**src/rtl/rv_core_pkg.sv**
```systemverilog
// Shared RV32 core constants: datapath defaults and decoded control-bundle bit positions.
package rv_core_pkg;
  localparam int XLEN   = 32;
  localparam int REG_AW = 5;
  localparam int CTRL_W = 16;
  localparam int CNT_W  = 16;

  // Positions inside the decoded control bundle carried down the pipe
  localparam int CTRL_REGWRITE      = 0;
  localparam int CTRL_MEMWRITE      = 1;
  localparam int CTRL_MEMREAD       = 2;
  localparam int CTRL_BRANCH        = 3;
  localparam int CTRL_JUMP          = 4;
  localparam int CTRL_ALUSRC        = 5;
  localparam int CTRL_ALUCTRL_LSB   = 6;
  localparam int CTRL_ALUCTRL_MSB   = 9;
  localparam int CTRL_RESULTSRC_LSB = 10;
  localparam int CTRL_RESULTSRC_MSB = 11;

  // rd1, rd2, pc, pcplus4, imm
  localparam int NUM_DATA_FIELDS = 5;
endpackage

```
**src/rtl/id_ex_pipe_reg_sat_counter.sv**
```systemverilog
// Saturating up-counter: counts cycles with inc high, sticks at all-ones.
module sat_counter
  import rv_core_pkg::*;
#(
  parameter int CNT_W = 16
) (
  input  logic             clk,
  input  logic             reset,
  input  logic             inc,
  output logic [CNT_W-1:0] cnt
);
  logic [CNT_W-1:0] cnt_q, cnt_d;

  always_comb begin
    cnt_d = cnt_q;
    if (inc && (cnt_q != {CNT_W{1'b1}})) cnt_d = cnt_q + CNT_W'(1);
  end

  always_ff @(posedge clk or posedge reset) begin
    if (reset) cnt_q <= '0;
    else       cnt_q <= cnt_d;
  end

  assign cnt = cnt_q;
endmodule

```
**src/rtl/id_ex_pipe_reg.sv**
```systemverilog
// ID->EX pipeline register with valid/ready handshake, flush, and stall/bubble counters.
module id_ex_pipe_reg
  import rv_core_pkg::*;
#(
  parameter int XLEN   = rv_core_pkg::XLEN,
  parameter int REG_AW = rv_core_pkg::REG_AW,
  parameter int CTRL_W = rv_core_pkg::CTRL_W,
  parameter int CNT_W  = rv_core_pkg::CNT_W
) (
  input  logic              clk,
  input  logic              reset,
  input  logic              flush_i,
  input  logic              id_valid_i,
  output logic              id_ready_o,
  input  logic [XLEN-1:0]   rd1_d,
  input  logic [XLEN-1:0]   rd2_d,
  input  logic [XLEN-1:0]   pc_d,
  input  logic [XLEN-1:0]   pcplus4_d,
  input  logic [XLEN-1:0]   imm_d,
  input  logic [REG_AW-1:0] rs1_d,
  input  logic [REG_AW-1:0] rs2_d,
  input  logic [REG_AW-1:0] rd_d,
  input  logic [CTRL_W-1:0] ctrl_d,
  output logic              ex_valid_o,
  input  logic              ex_ready_i,
  output logic [XLEN-1:0]   rd1_e,
  output logic [XLEN-1:0]   rd2_e,
  output logic [XLEN-1:0]   pc_e,
  output logic [XLEN-1:0]   pcplus4_e,
  output logic [XLEN-1:0]   imm_e,
  output logic [REG_AW-1:0] rs1_e,
  output logic [REG_AW-1:0] rs2_e,
  output logic [REG_AW-1:0] rd_e,
  output logic [CTRL_W-1:0] ctrl_e,
  output logic [CNT_W-1:0]  stall_cnt_o,
  output logic [CNT_W-1:0]  bubble_cnt_o
);
  localparam int DATA_W = NUM_DATA_FIELDS * XLEN;
  localparam int KILL_W = CTRL_W + 3 * REG_AW;

  // Data fields survive a kill; the kill group is zeroed so an empty slot never writes back or forwards.
  logic [DATA_W-1:0] data_q, data_d;
  logic [KILL_W-1:0] kill_q, kill_d;
  logic              ex_valid_q, ex_valid_d;
  logic              load, consume;

  assign id_ready_o = flush_i | ~ex_valid_q | ex_ready_i;
  assign load       = id_valid_i & id_ready_o & ~flush_i;
  assign consume    = ex_valid_q & ex_ready_i;

  always_comb begin
    ex_valid_d = ex_valid_q;
    data_d     = data_q;
    kill_d     = kill_q;
    if (flush_i) begin
      ex_valid_d = 1'b0;
      kill_d     = '0;
    end else if (load) begin
      ex_valid_d = 1'b1;
      data_d     = {rd1_d, rd2_d, pc_d, pcplus4_d, imm_d};
      kill_d     = {ctrl_d, rd_d, rs1_d, rs2_d};
    end else if (consume) begin
      ex_valid_d = 1'b0;
      kill_d     = '0;
    end
  end

  always_ff @(posedge clk or posedge reset) begin
    if (reset) begin
      ex_valid_q <= 1'b0;
      data_q     <= '0;
      kill_q     <= '0;
    end else begin
      ex_valid_q <= ex_valid_d;
      data_q     <= data_d;
      kill_q     <= kill_d;
    end
  end

  assign ex_valid_o = ex_valid_q;
  assign {rd1_e, rd2_e, pc_e, pcplus4_e, imm_e} = data_q;
  assign {ctrl_e, rd_e, rs1_e, rs2_e}           = kill_q;

  // Both counters look at the pre-edge handshake state
  sat_counter #(.CNT_W(CNT_W)) u_stall_cnt (
    .clk   (clk),
    .reset (reset),
    .inc   (ex_valid_q & ~ex_ready_i),
    .cnt   (stall_cnt_o)
  );

  sat_counter #(.CNT_W(CNT_W)) u_bubble_cnt (
    .clk   (clk),
    .reset (reset),
    .inc   (~ex_valid_q),
    .cnt   (bubble_cnt_o)
  );
endmodule

```
**config.mk**
```make
export PLATFORM = sky130hd
export DESIGN_NAME = id_ex_pipe_reg
export DESIGN_NICKNAME = d
export VERILOG_FILES = /design/src/rtl/rv_core_pkg.sv /design/src/rtl/id_ex_pipe_reg_sat_counter.sv /design/src/rtl/id_ex_pipe_reg.sv
export SDC_FILE = /design/constraint.sdc
export NUM_CORES = 1
export LEC_CHECK = 0
export BUFFER_PORTS_ARGS = -buffer_cell sky130_fd_sc_hd__buf_2
export CORE_AREA = 2 2 166 168
export DETAILED_ROUTE_END_ITERATION = 6
export DIE_AREA = 0 0 168 170
export PLACE_DENSITY = 0.61
export REMOVE_ABC_BUFFERS = 1
export SYNTH_ARGS = -nofsm -noshare
export SYNTH_HDL_FRONTEND = slang
export SYNTH_SLANG_ARGS = --single-unit
```
**constraint.sdc**
```tcl
create_clock -name clk -period 6.6 [get_ports clk]
set_input_delay 0.66 -clock clk [delete_from_list [all_inputs] [get_ports clk]]
set_output_delay 0.66 -clock clk [all_outputs]
set_load 0.01 [all_outputs]
```
==> out/metrics.yaml, run 1 <==
place_congestion: 0.771
maxSlewHeadroom_pct: 36.4
die_x_um: 168
final_cell_mix: "buf_2 (420), dfrtp_1 (224), mux2_2 (93), mux2_1 (71), a22o_1 (31)"
tightest_slew_ps: 954
postSynthCellCount: 567
rsz0062_at_grt: "no"
grt_pass1_wl_mm: 33.8
ys_types: 39
cts-root-buf: "clkbuf_16"
cts_resized: 0
drcViolationCount: 0
synthFlopType: "dfrtp_1"
worstSetupEndpointType: "register"
clkTransAtPathRegs_ps: 60
grt_pass1_vias: 6168
final_nets: 1192
viasPerCell: 4.60
avgSynthCellArea_um2: 15.4
hold_viol_final: 0
cts-buffers-inserted: 24
yosysWarningCount: 0
clk_path_buf_depth: 3
portBuffers: 420
wl_mm: 22.0
dieArea_um2: 28600
crit_type: "register to register"
postCtsSetupBuffers: 0
drv_cap: 0
h-tree-depth: 1
min_path_type: "input pin to async pin"
antenna_found_initial: 1
cp.arrival_ps: 3160
power_density_nw_per_um2: 322
fin_skew_ps: 5.03
ir_worst_vdd_v: 0.000205
layout_commonest_cell: "buf_2"
gr-total-overflow: 0
fin_crit_sh_pct: 41.8
cts_hold_buffers: 0
grt_max_degree: 102
drive_gt1_share_pct: 56.3
yosys-top-cells-area: "dfrtp_1 (64%), mux2_2 (12%), mux2_1 (9.2%), a22o_1 (3.1%), xor2_1 (1.6%)"
chipHeight_um: 170
synth_seq_cells: 224
clk_latency_ps: 510
setup_tns_ps: 0
cts_tree: "built"
fin_hold_ws_ps: 281
cp.required_ps: 6990
cts_sinks: 224
finalSetupViolations: 0
slew_viol_final: 0
fmax_mhz: 362
design.core.area_um2: 26700
diodes: 0
async_reset_ff_share_pct: 100
min_period_ps: 2760
dp_hpwl_mm: 16.1
synth_area_leader_cell: "dfrtp_1"
ant_nets: 0
cp_max_fo: 70
numPlacedInstances: 1309
fin_cells: 1353
wl_per_cell_um: 16.3
synth_edf_count: 0
power.total_mw: 3.85
final_util_pct: 44.9
startpoint_type: "register"
yosysTopAreaCellShare_pct: 64.2
synth_seq_area_share_pct: 64.2
drtIter0Drc: 229
status: "completed"
initial_core_util_pct: 32.8
dr.pass1.iters: 6
p_leak_nw: 5.97
rows: 60
track_usage_pct: 14.6
syn_area_um2: 8730
vias: 6219
ios: 421
area_growth_pct: 37.1
-- synth_stat cells, types with 2 or more instances --
master and count:
xnor2_1 5, buf_2 7, nor4_1 4, clkbuf_1 3
a21oi_1 9, and4_1 2, dfrtp_1 224, o21a_1 2
ha_1 2, mux2_2 93, nand2b_1 2, and3_1 3
nor4_2 3, a22o_1 31, xor2_1 16, buf_4 10
nand4_1 11, nand2_1 8, inv_1 6, buf_6 6
o21ai_0 2, mux2_1 71, a211oi_1 2, nor2_1 12
nand3_1 11, nor3_1 9
-- power by group --
group | total, mW | switching (mW) | internal (mW)
combinational | 0.736 | 0.376 | 0.360
sequential | 1.74 | 0.146 | 1.59
clock | 1.38 | 0.538 | 0.841
-- worst paths after layout --
kind	start	endpoint	slack [ps]	cells past startpoint
max	ex_valid_o	data_q[95]	3840	5
min	reset	data_q[39]	280	2
max reg2reg	ex_valid_o	data_q[95]	3840	5
min reg2reg	data_q[46]	data_q[46]	480	1
max in group asynchronous	reset	kill_q[0]	4980	3
min in group clk	pcplus4_d[24]	data_q[56]	360	2
-- flip-flops by register name, indices dropped and copies added, names as in the netlist --
register	count
kill_q	31
u_bubble_cnt.cnt	16
u_stall_cnt.cnt	16
ex_valid_o	1
data_q	160
-- worst max-delay path, stage by stage (launching register included) --
cell and delay [ps]:
dfrtp_1 470, nor2b_1 280, nor3b_4 220, buf_4 410
buf_4 730, mux2_2 410
-- per-layer routing --
layer,share of wire (%),vias to the layer above,track usage (%)
li1,-,2925,-
met1,40,3005,18.0
met2,49,246,24.8
met3,8.8,41,4.51
met4,1.9,2,3.93
met5,0.059,-,0
-- area by class of cell --
class | instances | area (um^2)
Sequential cell | 224 | 5610
Multi-Input combinational cell | 311 | 2920
Fill cell | 2455 | 14700
Timing Repair Buffer | 427 | 2150
Tap cell | 341 | 427
Clock inverter | 4 | 45.0
Clock buffer | 40 | 782
Inverter | 6 | 30.0
-- per-stage QoR --
step / worst slack (ps) / area (um^2)
3_5_place_dp: 3700 / 11100
2_1_floorplan: -2290 / 8540
5_1_grt: 3650 / 12000
6_report: 3840 / 12000
3_3_place_gp: 3710 / 11100
4_1_cts: 3830 / 12000
-- kinds of logic (layout without fill, tap and decap cells) --
group,count (synthesis),in the layout,share of synthesized area [%]
mux,164,164,21.1
buf+inv,32,477,2.42
flops,224,224,64.2
compound gates,50,50,4.59
fa+ha+maj,2,2,0.287
xor+xnor,21,21,2.11
simple gates,74,74,5.26
Note: power is estimated with default switching activity, not from simulation.
==> inputs of run 2 (changes only) <==
clock period = 2.25 ns   (was 6.6 ns; I/O delays follow)
==> run 2 against run 1 <==
Fmax grew 42%. Critical path type unchanged. Critical path depth grew 1. Critical endpoint is now kill_q[14]. Die area did not move. Power rose to 3.0 times the previous value. First-iteration DRC count increased by 26%. Count of clock-buffer cells in the layout shrank 6. Sequential share of layout area fell by 7.0 points.
==> out/metrics.yaml, run 2 (same netlist as run 1, synthesis figures left out) <==
wl_per_cell_um: 16.2
rr_startpoint: "ex_valid_o"
tightest_slew_ps: 571
startpoint_type: "register"
clk_path_buf_depth: 3
cts-buffers-inserted: 25
fmax_mhz: 514
slew_viol_final: 0
crit_type: "register to register"
fin_crit_sh_pct: 86.4
min_period_ps: 1940
die_x_um: 168
crit_start: "ex_valid_o"
rsz0062_at_grt: "no"
dp_hpwl_mm: 16.5
drtIter0Drc: 289
chipHeight_um: 170
power_density_nw_per_um2: 828
fillCellCount: 2233
clkTransAtPathRegs_ps: 60
gr-total-overflow: 0
grt_pass1_wl_mm: 39.4
grt_pass1_vias: 7527
portBuffers: 420
grt_max_degree: 79
dr.pass1.iters: 4
rr_worst_depth: 6
multi_input_area_um2: 2920
min_path_type: "input pin to register"
cts_tree: "built"
ios: 421
finalSetupViolations: 0
final_cell_mix: "buf_2 (420), dfrtp_1 (224), dlygate4sd3_1 (194), mux2_2 (93), mux2_1 (71)"
cts_resized: 0
regMostFlops: "data_q"
post_dp_cell_area_um2: 11300
viasPerCell: 4.54
power.total_mw: 11.6
cp.arrival_ps: 2390
maxSlewHeadroom_pct: 61.9
stdcell_area_um2: 14100
fin_skew_ps: 9.48
largest_register_ffs: 160
drive_gt1_share_pct: 47.8
layout_commonest_cell: "buf_2"
final_nets: 1398
r2r_slack_ps: 310
largest_registers: "data_q: 160 flops, kill_q: 31 flops"
cp.required_ps: 2690
min-delay-start: "ex_ready_i"
seq_area_um2: 5610
area_growth_pct: 61.0
hold_path_end: "u_stall_cnt.cnt[3]"
place_congestion: 0.760
h-tree-depth: 1
drcViolationCount: 0
drv_cap: 0
rows: 60
dieArea_um2: 28600
cp_max_fo: 19
clk_latency_ps: 510
initial_core_util_pct: 32.8
ant_nets: 0
track_usage_pct: 17.0
cts_sinks: 224
ir_worst_vdd_v: 0.000536
hold_viol_final: 0
design.core.area_um2: 26700
reg2reg_to: "kill_q[14]"
cts-root-buf: "clkbuf_16"
min_path_cells: 5
wl_mm: 25.2
worstSetupEndpointType: "register"
status: "completed"
antenna_found_initial: 0
p_leak_nw: 6.85
vias: 7090
run 2: critical path, stage by stage (launching register included):
cell and delay, ps:
dfrtp_1 340, nor2b_1 250, buf_4 210, nor2_1 70, nor2_2 440, buf_4 370
a22o_1 180
run 2: how the worst max path moves through the flow:
stage	endpoint	slack, ps	depth (start not counted)
after floorplan	data_q[0]	-6590	3
after global placement	kill_q[8]	330	6
after detailed placement	kill_q[2]	310	6
after CTS	kill_q[24]	300	6
after global routing	kill_q[25]	150	6
final	kill_q[14]	310	6
run 2: repair_timing:
| item | in CTS | in global routing |
|---|---|---|
| buffers inserted | 0 | 0 |
| hold endpoints to repair | 258 | 0 |
| hold buffers | 194 | 0 |
run 2: area by class of cell:
class	instances	area share (%)
antenna	2	0.0356
clock inverter	10	0.756
tap	341	3.03
timing repair buffer	632	30.3
inverter	6	0.214
multi-input combinational	311	20.8
clock buffer	34	5.05
sequential	224	39.9
run 2: through the flow:
stage          util (%)  setup TNS (ps)  worst slack (ps)  hold slack (ps)  instances
2_1_floorplan         -        -2147540             -6590              291        541
3_3_place_gp       42.4               0               334              343       1320
3_5_place_dp       42.4               0               314              338       1320
4_1_cts            52.7               0               295              219       1558
5_1_grt            52.7               0               146              273       1558
6_report           52.8               0               305              247       1560
run 2: per-layer routing:
metal / track usage [%] / up-vias / part of all wire [%]
met4: 5.63 / 0 / 2.6
met3: 4.40 / 47 / 7.5
met1: 20.0 / 3456 / 39
met5: 0 / - / 0
li1: - / 3329 / -
met2: 30.2 / 258 / 50
run 2: where the power goes:
group	internal (mW)	switching [mW]	total, mW	leakage (nW)
clock network	2.43	1.60	4.03	0.405
registers	4.68	0.449	5.12	2.73
logic	1.30	1.19	2.49	3.72
